**src/rtl/multi_cycle_shifter.sv**
```systemverilog
// Iterative SLL/SRL/SRA/ROR shifter, STEP bits per clock, start/busy/done handshake.
// Optional rotate: define MULTI_CYCLE_SHIFTER_ROR_EN (else op=11 acts as SLL).
// Ports: clk, rst_n (async low), start, op[1:0], a[WIDTH], shamt[SHAMT_W]
//        -> busy (SHIFT state), done (1-cycle pulse), result[WIDTH] (held).
module multi_cycle_shifter #(
   parameter int WIDTH = 32,
   parameter int STEP  = 1,
   localparam int SHAMT_W = $clog2(WIDTH) + 1
) (
   input  logic               clk,
   input  logic               rst_n,
   input  logic               start,
   input  logic [1:0]         op,
   input  logic [WIDTH-1:0]   a,
   input  logic [SHAMT_W-1:0] shamt,
   output logic               busy,
   output logic               done,
   output logic [WIDTH-1:0]   result
);

   localparam logic [1:0] S_IDLE  = 2'd0;
   localparam logic [1:0] S_SHIFT = 2'd1;
   localparam logic [1:0] S_DONE  = 2'd2;

   localparam logic [1:0] OP_SLL = 2'd0;
   localparam logic [1:0] OP_SRL = 2'd1;
   localparam logic [1:0] OP_SRA = 2'd2;
   localparam logic [1:0] OP_ROR = 2'd3;

   localparam logic [SHAMT_W-1:0] W_AMT    = SHAMT_W'(WIDTH);
   localparam logic [SHAMT_W-1:0] STEP_AMT = SHAMT_W'(STEP);

   logic [1:0]         state;
   logic [1:0]         op_q;
   logic [WIDTH-1:0]   acc;
   logic [SHAMT_W-1:0] rem;
   logic               sign_q;

   logic               accept;
   logic [1:0]         op_eff;
   logic [SHAMT_W-1:0] eff_shamt;
   logic [SHAMT_W-1:0] k;
   logic [SHAMT_W-1:0] inv_k;
   logic [SHAMT_W-1:0] rem_nxt;
   logic [WIDTH-1:0]   shifted;

   assign accept = start && (state != S_SHIFT);
   assign busy   = (state == S_SHIFT);
   assign done   = (state == S_DONE);

   // Linear shifts saturate at WIDTH; rotate only needs the amount mod WIDTH.
   always_comb begin
      op_eff    = op;
      eff_shamt = (shamt > W_AMT) ? W_AMT : shamt;
`ifdef MULTI_CYCLE_SHIFTER_ROR_EN
      if (op == OP_ROR) begin
         eff_shamt = {1'b0, shamt[SHAMT_W-2:0]};
      end
`else
      if (op == OP_ROR) begin
         op_eff = OP_SLL;
      end
`endif
   end

   assign k       = (rem > STEP_AMT) ? STEP_AMT : rem;
   assign inv_k   = W_AMT - k;
   assign rem_nxt = rem - k;

   // inv_k may equal WIDTH when k==0; an over-width shift yields zero.
   always_comb begin
      shifted = acc;
      case (op_q)
         OP_SLL: shifted = acc << k;
         OP_SRL: shifted = acc >> k;
         OP_SRA: shifted = (acc >> k) | ({WIDTH{sign_q}} << inv_k);
`ifdef MULTI_CYCLE_SHIFTER_ROR_EN
         OP_ROR: shifted = (acc >> k) | (acc << inv_k);
`endif
         default: shifted = acc;
      endcase
   end

   always_ff @(posedge clk or negedge rst_n) begin
      if (!rst_n) begin
         state  <= S_IDLE;
         op_q   <= 2'd0;
         acc    <= '0;
         rem    <= '0;
         sign_q <= 1'b0;
         result <= '0;
      end else begin
         case (state)
            S_IDLE, S_DONE: begin
               if (accept) begin
                  op_q   <= op_eff;
                  acc    <= a;
                  rem    <= eff_shamt;
                  sign_q <= a[WIDTH-1];
                  if (eff_shamt == '0) begin
                     state  <= S_DONE;
                     result <= a;
                  end else begin
                     state <= S_SHIFT;
                  end
               end else begin
                  state <= S_IDLE;
               end
            end
            S_SHIFT: begin
               acc <= shifted;
               rem <= rem_nxt;
               if (rem_nxt == '0) begin
                  state  <= S_DONE;
                  result <= shifted;
               end
            end
            default: state <= S_IDLE;
         endcase
      end
   end

endmodule

```
**config.mk**
```make
export PLATFORM = sky130hd
export DESIGN_NAME = multi_cycle_shifter
export DESIGN_NICKNAME = d
export VERILOG_FILES = /design/src/rtl/multi_cycle_shifter.sv
export SDC_FILE = /design/constraint.sdc
export NUM_CORES = 1
export LEC_CHECK = 0
export BUFFER_PORTS_ARGS = -buffer_cell sky130_fd_sc_hd__buf_4
export CORE_ASPECT_RATIO = 1.75
export CORE_MARGIN = 1
export CORE_UTILIZATION = 30
export DETAILED_ROUTE_END_ITERATION = 12
export PLACE_DENSITY_LB_ADDON = 0.05
export SETUP_SLACK_MARGIN = 0.2
export SLEW_MARGIN = 20
export SYNTH_ARGS = -nofsm -noshare
export SYNTH_HDL_FRONTEND = slang
export SYNTH_SLANG_ARGS = --single-unit
```
**constraint.sdc**
```tcl
create_clock -name clk -period 6.9 [get_ports clk]
set_input_delay 0.345 -clock clk [delete_from_list [all_inputs] [get_ports clk]]
set_output_delay 0.345 -clock clk [all_outputs]
set_load 0.02 [all_outputs]
```
==> results.yml, run 1 <==
yosys:
  ys_types: 48
  synth_top_area_share_pct: 45.98
  synth_edf_count: 0
  synthTopCellsByArea: "dfrtp_1 46%, nor2_1 7.2%, a221oi_2 7.0%, o221ai_1 6.7%, a21oi_1 5.4%"
  synth_top_area_cell: "dfrtp_1"
  synth_area_per_cell_sq_um: 9.234
  synth_area_sq_um: 4081
  seq_area_frac_synth_pct: 45.98
  synth_cells: 442
  ys_warn_count: 0
  synth_top_flop_cell: "dfrtp_1"
  ys_ff_latch: 75
  synth_fp_nets: 486
  synthArstFlopShare_pct: 100.0
timing:
  worst_hold_slack_ns: 0.2344
  worst_slew_pin_slew_ns: 1.144
  rsz0062_at_grt: "no"
  slew_viol_final: 0
  relSlewSlack_pct: 23.36
  setup_slack_ns: 3.459
  max_clock_freq_mhz: 290.6
  finalSetupTns_ns: 0
  period_needed_ns: 3.441
  hold_viol_final: 0
  finalSetupViolCount: 0
  finClkSkew_ns: 0.004408
  period_share_pct: 49.87
critical_path:
  critical_path.top_delay_family: "simple AND/OR/NAND/NOR gates"
  max_stage_delay_ns: 0.92
  path_cells: "nand2b_2 > buf_4 > inv_1 > buf_4 > nand4b_1 > nand2_1 > a221oi_2 > a21oi_2"
  path_buf_inv: 3
  critPathSlowestCell: "nand4b_1"
  worstPathRequired_ns: 7.15
  cp_max_fo: 40
  cpMostUsedCell: "buf_4"
  path_class: "flip-flop to flip-flop"
  start_kind: "flip-flop"
  arrival_ns: 3.70
  cp-end-kind: "flip-flop"
clock_tree:
  post_cts_resized: 0
  cts_root_buf: "clkbuf_16"
  cts_tree: "yes"
  clockBufferDepth: 2
  cts_made_buffers: 9
  clkTransAtPathRegs_ns: 0.06
  clock_latency_ns: 0.34
  cts_sinks: 75
  cts_max_level: 3
die:
  die_w_um: 90.17
  io_pins: 77
  dieArea_sq_um: 14090
  initial_core_util_pct: 30.66
  die_h_um: 156.3
  rows: 56
  core_area_sq_um: 13310
min_path:
  hp-class: "input pin to flip-flop"
route:
  drt-met1-wl_um: 4915
  met3_length_um: 422
  wl_per_cell_um: 18.35
  vias: 3595
  drtAntennaViolNets: 0
  drc: 0
  drt_iter0_drc: 219
  routed.top_layer: "met4"
  routed_wirelength_um: 12440
  drt_first_pass_iters: 5
  via_per_inst: 5.302
  wl_met2_um: 6848
cells_and_area:
  nets: 543
  area_growth_pct: 24.37
  diodes: 0
  fillers: 1418
  drive_gt1_share_pct: 27.38
power_and_ir_drop:
  powerDensity_nw_per_um2: 616.3
  cellLeakagePower_nw: 2.147
  max-vdd-ir-drop_mv: 0.2528
placement:
  pre_cts_ws_ns: 3.508
  portBuffers: 76
  place_hpwl_um: 8719
  gp_congestion: 0.8453
global_routing:
  grt_max_degree: 53
  grt_use_total_pct: 18.09
  antenna_found_initial: 0
  grt_pass1_vias: 3414
  gr-total-overflow: 0
  grt_first_pass_wirelength_um: 19420
job:
  drv_cap: 0
outcome:
  outcome: "finished, final reports clean"
[power by group]
group	total [mW]	switching, mW	internal, mW
logic	1.67	1.02	0.652
clock network	0.571	0.189	0.383
registers	0.889	0.235	0.654
[metal layers]
| metal | global-route usage, % | up-vias |
|---|---|---|
| met5 | 0 | - |
| met4 | 6.989 | 0 |
| met3 | 3.207 | 17 |
| met2 | 33.48 | 89 |
| met1 | 20.45 | 1747 |
| li1 | - | 1742 |
[state kept, by name, summed over array words and instances (netlist names)]
register / flops
sign_q: 1
state: 2
rem: 6
result: 32
acc: 32
op_q: 2
[Yosys cell counts (all sizes together) (3+ instances only)]
master and number:
nor3 7, o221ai 31, nand2b 4, nand2 58, a221oi 29, a22o 4
o21ai 25, nor2 86, buf 25, a22oi 4, nand3b 3, a21oi 51
clkbuf 11, dfrtp 75
[timing repair]
item	in CTS	in global routing
hold buffers	1	0
setup buffers	0	0
endpoints found under the hold margin	23	0
[cell families (layout without fill, tap and decap cells)]
| logic type | Yosys count | after routing | share of synthesized area, % |
|---|---|---|---|
| xor+xnor | 3 | 3 | 1.012 |
| compound gates | 153 | 153 | 29.12 |
| fa+ha+maj | 1 | 1 | 0.3065 |
| simple gates | 170 | 170 | 18.00 |
| mux | 1 | 1 | 0.2453 |
| flops | 75 | 75 | 45.98 |
| buf+inv | 39 | 101 | 5.334 |
[worst reg2reg max path: stages (launching register included)]
cell      delay, ns
dfrtp_1        0.36
nand2b_2       0.16
buf_4          0.29
inv_1          0.60
buf_4          0.37
nand4b_1       0.93
nand2_1        0.37
a221oi_2       0.12
a21oi_2        0.16
[through the flow]
stage	util, %	instances	area (sq um)	power, mW
2_1_floorplan	-	442	4081	2.108
3_3_place_gp	35.34	661	4705	2.565
6_report	38.13	678	5076	3.128
4_1_cts	38.13	678	5076	3.173
3_5_place_dp	35.34	661	4705	2.589
5_1_grt	38.13	678	5076	3.376
[layout make-up]
cell class	count	area [sq um]	share of cell area (%)
multi-input combinational	328	1989	39.19
tap	174	217.7	4.289
clock buffer	12	266.5	5.250
clock inverter	4	95.09	1.873
inverter	3	12.51	0.2465
sequential	75	1877	36.97
timing repair buffer	82	618.1	12.18
[cell usage in the layout (no fill, tap or decap), types with 7 or more instances in the layout]
cell type,instances
a21oi_1,44
a21oi_2,7
a221oi_1,10
a221oi_2,19
buf_4,81
clkbuf_16,9
dfrtp_1,75
nand2_1,58
nor2_1,78
nor2_2,8
o21ai_0,17
o21ai_1,8
o221ai_1,31
[worst paths after layout]
check                      startpoint    endpoint  slack [ns]  cells past startpoint
min                             a[31]      sign_q        0.23                      3
max                          state[1]  result[29]        3.46                      8
max reg2reg                  state[1]  result[29]        3.46                      8
min reg2reg                    sign_q      sign_q        0.48                      2
max in group asynchronous       rst_n      acc[2]        5.44                      3
min in group asynchronous       rst_n  result[13]        0.45                      2
(Power assumes the default switching activity.)
==> inputs of run 2 (changes only) <==
==> constraint.sdc (replaced) <==
create_clock -name clk -period 3.25 [get_ports clk]
set_input_delay 0.1625 -clock clk [delete_from_list [all_inputs] [get_ports clk]]
set_output_delay 0.1625 -clock clk [all_outputs]
set_load 0.02 [all_outputs]
==> results.yml, run 2 (synthesis results as in run 1) <==
critical_path:
  arrival_ns: 2.96
  cp_max_fo: 24
  timing.rr.end: "result[23]"
  reg2reg_slack_ns: 0.54
  worstPathRequired_ns: 3.51
  path_class: "flip-flop to flip-flop"
  rr_startpoint: "rem[2]"
  worstRegToRegCells: 10
  cp-end-kind: "flip-flop"
  start_kind: "flip-flop"
timing:
  finalSetupViolCount: 0
  finalSetupTns_ns: 0
  period_needed_ns: 2.709
  max_clock_freq_mhz: 369.1
  rsz0062_at_grt: "no"
  relSlewSlack_pct: 42.41
  period_share_pct: 83.36
  worst_slew_pin_slew_ns: 0.8638
  hold_viol_final: 0
  slew_viol_final: 0
  finClkSkew_ns: 0.006822
placement:
  portBuffers: 76
  place_hpwl_um: 8765
  place_inst: 667
  gp_congestion: 0.8962
power_and_ir_drop:
  p_switching_mw: 3.077
  combPwrFrac_pct: 54.7
  cellLeakagePower_nw: 2.157
  p_int_mw: 3.526
  max-vdd-ir-drop_mv: 0.4114
  seq_power_share_pct: 28.5
  powerDensity_nw_per_um2: 1297
  clkPwrFrac_pct: 16.9
  swShare_pct: 46.60
min_path:
  min_delay_path_depth: 3
  whs_endpoint: "sign_q"
  hp-start: "a[31]"
  hp-class: "input pin to flip-flop"
route:
  via_per_inst: 5.349
  vias: 3659
  drt_iter0_drc: 157
  drtAntennaViolNets: 0
  drt_first_pass_iters: 4
  routed_wirelength_um: 12690
  drc: 0
  wl_per_cell_um: 18.55
cells_and_area:
  nets: 549
  top_regs: "acc x32, result x32, rem x6"
  area_growth_pct: 24.77
  final_cell_mix: "86 x buf_4, 78 x nor2_1, 75 x dfrtp_1"
  diodes: 0
  layout.cells.most_common: "buf_4"
  stdcell_count: 684
  drive_gt1_share_pct: 28.04
  fillers: 1389
die:
  die_w_um: 90.17
  die_h_um: 156.3
  core_area_sq_um: 13310
  initial_core_util_pct: 30.66
  rows: 56
  dieArea_sq_um: 14090
  io_pins: 77
global_routing:
  grt_pass1_vias: 3541
  grt_first_pass_wirelength_um: 20000
  grt_use_total_pct: 18.72
  antenna_found_initial: 0
  gr-total-overflow: 0
  grt_max_degree: 76
clock_tree:
  cts_made_buffers: 9
  cts_root_buf: "clkbuf_16"
  clock_latency_ns: 0.33
  clkTransAtPathRegs_ns: 0.06
  cts_max_level: 3
  cts_tree: "yes"
  post_cts_resized: 0
  cts_sinks: 75
  clockBufferDepth: 2
job:
  drv_cap: 0
outcome:
  outcome: "finished, final reports clean"
run 2: cell count changes in the layout (fill, tap and decap cells not counted):
cell | before | now
clkinvlp_4 | 0 | 1
buf_6 | 0 | 1
clkbuf_1 | 0 | 1
clkbuf_8 | 3 | 2
bufinv_16 | 3 | 2
buf_4 | 81 | 86
run 2: area by class of cell:
cell class / instances / area, sq um / share of cell area [%]
clock buffers: 12 / 256.5 / 5.037
multi-input cells: 328 / 1989 / 39.07
repair buffers: 88 / 666.9 / 13.10
well taps: 174 / 217.7 / 4.275
flip-flops and latches: 75 / 1877 / 36.86
clock inverters: 4 / 72.57 / 1.425
inverters: 3 / 12.51 / 0.2457
run 2: routing by layer:
layer | share of wire, % | global-route usage (%) | vias to the layer above
met5 | 0 | 0 | -
met4 | 2.5 | 7.527 | 0
met3 | 3.8 | 3.644 | 18
met2 | 55 | 35.04 | 90
met1 | 39 | 20.50 | 1801
li1 | - | - | 1750
run 2: metrics by stage:
step                      utilization (%)  setup WS, ns  hold WS (ns)  power [mW]  cell area, sq um
after floorplan                         -        0.9918       -0.1331       4.476              4081
after global placement              35.68        0.6610        0.3947       5.505              4750
after detailed placement            35.68        0.5625        0.3961       5.562              4750
after CTS                           38.15        0.5439       0.04562       6.695              5079
after global routing                38.25        0.3305       0.05610       7.172              5092
final                               38.25        0.5409       0.05363       6.602              5092
run 2: critical path, cell delays in order (launching register included):
cell      delay, ns
dfrtp_1        0.46
nor3_2         0.32
a21o_1         0.20
ha_1           0.25
nor3_1         0.18
o211ai_1       0.14
o31a_1         0.33
clkinv_2       0.31
buf_4          0.27
nor2_1         0.06
a21oi_1        0.11
run 2: worst max path at each step:
| stage | slack (ns) | to | start | cells past startpoint |
|---|---|---|---|---|
| final | 0.54 | result[23] | rem[2] | 10 |
| after global routing | 0.33 | result[22] | rem[2] | 10 |
| after CTS | 0.54 | result[23] | rem[2] | 10 |
| after detailed placement | 0.56 | result[23] | rem[2] | 10 |
| after global placement | 0.66 | result[19] | rem[3] | 10 |
| after floorplan | 0.99 | result[25] | rem[3] | 11 |
run 2: power groups by stage:
| stage | Clock [mW] | Sequential (mW) | Combinational, mW |
|---|---|---|---|
| after detailed placement | 0 | 1.91 | 3.66 |
| after floorplan | 0 | 1.93 | 2.54 |
| after global placement | 0 | 1.89 | 3.61 |
| after CTS | 1.14 | 1.89 | 3.66 |
| after global routing | 1.18 | 1.95 | 4.03 |
| final | 1.11 | 1.88 | 3.61 |
run 2: timing repair:
item	in CTS	in global routing
hold buffers	0	1
hold endpoints to repair	0	75
setup buffers	0	0
==> inputs of run 3 (changes only) <==
==> constraint.sdc (replaced) <==
create_clock -name clk -period 2.3 [get_ports clk]
set_input_delay 0.115 -clock clk [delete_from_list [all_inputs] [get_ports clk]]
set_output_delay 0.115 -clock clk [all_outputs]
set_load 0.02 [all_outputs]
==> results.yml, run 3 (synthesis results as in run 1) <==
cells_and_area:
  regArea_sq_um: 1878
  nets: 591
  drive_gt1_share_pct: 40.22
  layout.cells.most_common: "buf_4"
  diodes: 0
  top_regs: "acc x32, result x32, rem x6"
  fillers: 1350
  area_growth_pct: 41.35
  fin_util_pct: 43.34
  multi_input_area_sq_um: 2198
  final_cell_mix: "111 x buf_4, 74 x dfrtp_1, 64 x nor2_1"
critical_path:
  critical_path.top_delay_family: "compound AO/OA/AOI/OAI gates"
  critPathSlowestCell: "dfrtp_2"
  worstPathRequired_ns: 2.52
  path_class: "flip-flop to flip-flop"
  critPathLaunch: "rem[1]"
  arrival_ns: 2.47
  path_buf_inv: 2
  cp.depth: 9
  max_stage_delay_ns: 0.42
  reg2reg_slack_ns: 0.05
  worstRegToRegCells: 9
  cp-end-kind: "flip-flop"
  timing.rr.end: "result[0]"
  start_kind: "flip-flop"
  path_cells: "nor3_4 > a21o_1 > ha_4 > nor3_2 > o211ai_1 > o31a_1 > buf_4 > buf_6 > a22o_1"
  critical_path.endpoint: "result[0]"
  rr_startpoint: "rem[1]"
  cp_max_fo: 9
clock_tree:
  clkTransAtPathRegs_ns: 0.06
  cts_sinks: 75
  cts_tree: "yes"
  cts_max_level: 3
  cts_made_buffers: 9
  clockBufferDepth: 2
  clock_latency_ns: 0.33
  cts_root_buf: "clkbuf_16"
timing:
  worst_slew_pin_slew_ns: 0.5510
  relSlewSlack_pct: 63.08
  finClkSkew_ns: 0.009725
  slew_viol_final: 0
  finalSetupTns_ns: 0
  max_clock_freq_mhz: 444.9
  setup_slack_ns: 0.05212
  rsz0062_at_grt: "yes"
  finalSetupViolCount: 0
  hold_viol_final: 0
  period_needed_ns: 2.248
  period_share_pct: 97.73
min_path:
  min_delay_path_depth: 3
  hp-class: "input pin to flip-flop"
die:
  die_h_um: 156.3
  initial_core_util_pct: 30.66
  dieArea_sq_um: 14090
  die_w_um: 90.17
  core_area_sq_um: 13310
  io_pins: 77
  rows: 56
outcome:
  outcome: "finished, final reports clean"
route:
  via_per_inst: 5.321
  wl_per_cell_um: 18.86
  drt_first_pass_iters: 4
  drt_iter0_drc: 158
  drc: 0
  drtAntennaViolNets: 0
  vias: 3863
  routed_wirelength_um: 13690
power_and_ir_drop:
  powerDensity_nw_per_um2: 1806
  cellLeakagePower_nw: 2.438
  max-vdd-ir-drop_mv: 0.6098
placement:
  place_hpwl_um: 9455
  pre_cts_ws_ns: 0.08478
  portBuffers: 76
  gp_congestion: 0.8944
global_routing:
  antenna_found_initial: 0
  grt_pass1_vias: 3821
  gr-total-overflow: 0
  grt_max_degree: 47
  grt_first_pass_wirelength_um: 21710
  grt_use_total_pct: 20.17
job:
  drv_cap: 0
## run 3: layout make-up
| cell class | count | area share, % |
|---|---|---|
| clock buffer | 13 | 4.684 |
| clock inverter | 3 | 0.7591 |
| inverter | 3 | 0.2819 |
| multi-input combinational | 328 | 38.10 |
| sequential | 75 | 32.55 |
| tap | 174 | 3.774 |
| timing repair buffer | 129 | 19.69 |
| timing repair inverter | 1 | 0.1518 |
## run 3: stage by stage
step,hold slack (ns),power (mW),instance area [sq um],cells
global placement,0.09457,8.174,4967,687
detailed placement,0.09738,8.253,4967,687
global route,0.02665,11.23,5769,726
CTS,0.01649,10.10,5537,721
finish,0.02819,10.42,5769,726
floorplan,-0.1806,6.390,4115,442
## run 3: worst min path at each step
stage | startpoint | to | slack (ns)
detailed placement | rst_n | result[13] | 0.1
global placement | rst_n | result[13] | 0.09
CTS | op[1] | op_q[1] | 0.02
floorplan | rst_n | acc[0] | -0.18
global route | op[0] | op_q[0] | 0.03
finish | op[0] | op_q[0] | 0.03
## run 3: repair_timing
action,4_1_cts,5_1_grt
resized for setup,14,51
hold buffers,2,0
pin swaps,0,2
buffers inserted,11,4
cloned,5,1
endpoints found under the setup margin,28,40
endpoints found under the hold margin,30,0
## run 3: layer usage
metal | track usage, % | routed length (um) | vias to the layer above
li1 | - | - | 1845
met1 | 22.91 | 5229 | 1914
met2 | 37.40 | 7707 | 95
met3 | 3.984 | 515 | 9
met4 | 6.759 | 241 | 0
met5 | 0 | 0 | -
## run 3: where the power goes
group,leakage [nW],switching (mW),internal [mW],total (mW)
Combinational,1.42,3.57,2.70,6.27
Clock,0.156,0.558,0.932,1.49
Sequential,0.858,0.688,1.97,2.65
Total,2.44,4.82,5.60,10.4
## run 3: worst min-delay path, stage by stage
cell      delay [ns]
buf_4           0.08
nand3b_1        0.07
nand2_1         0.06
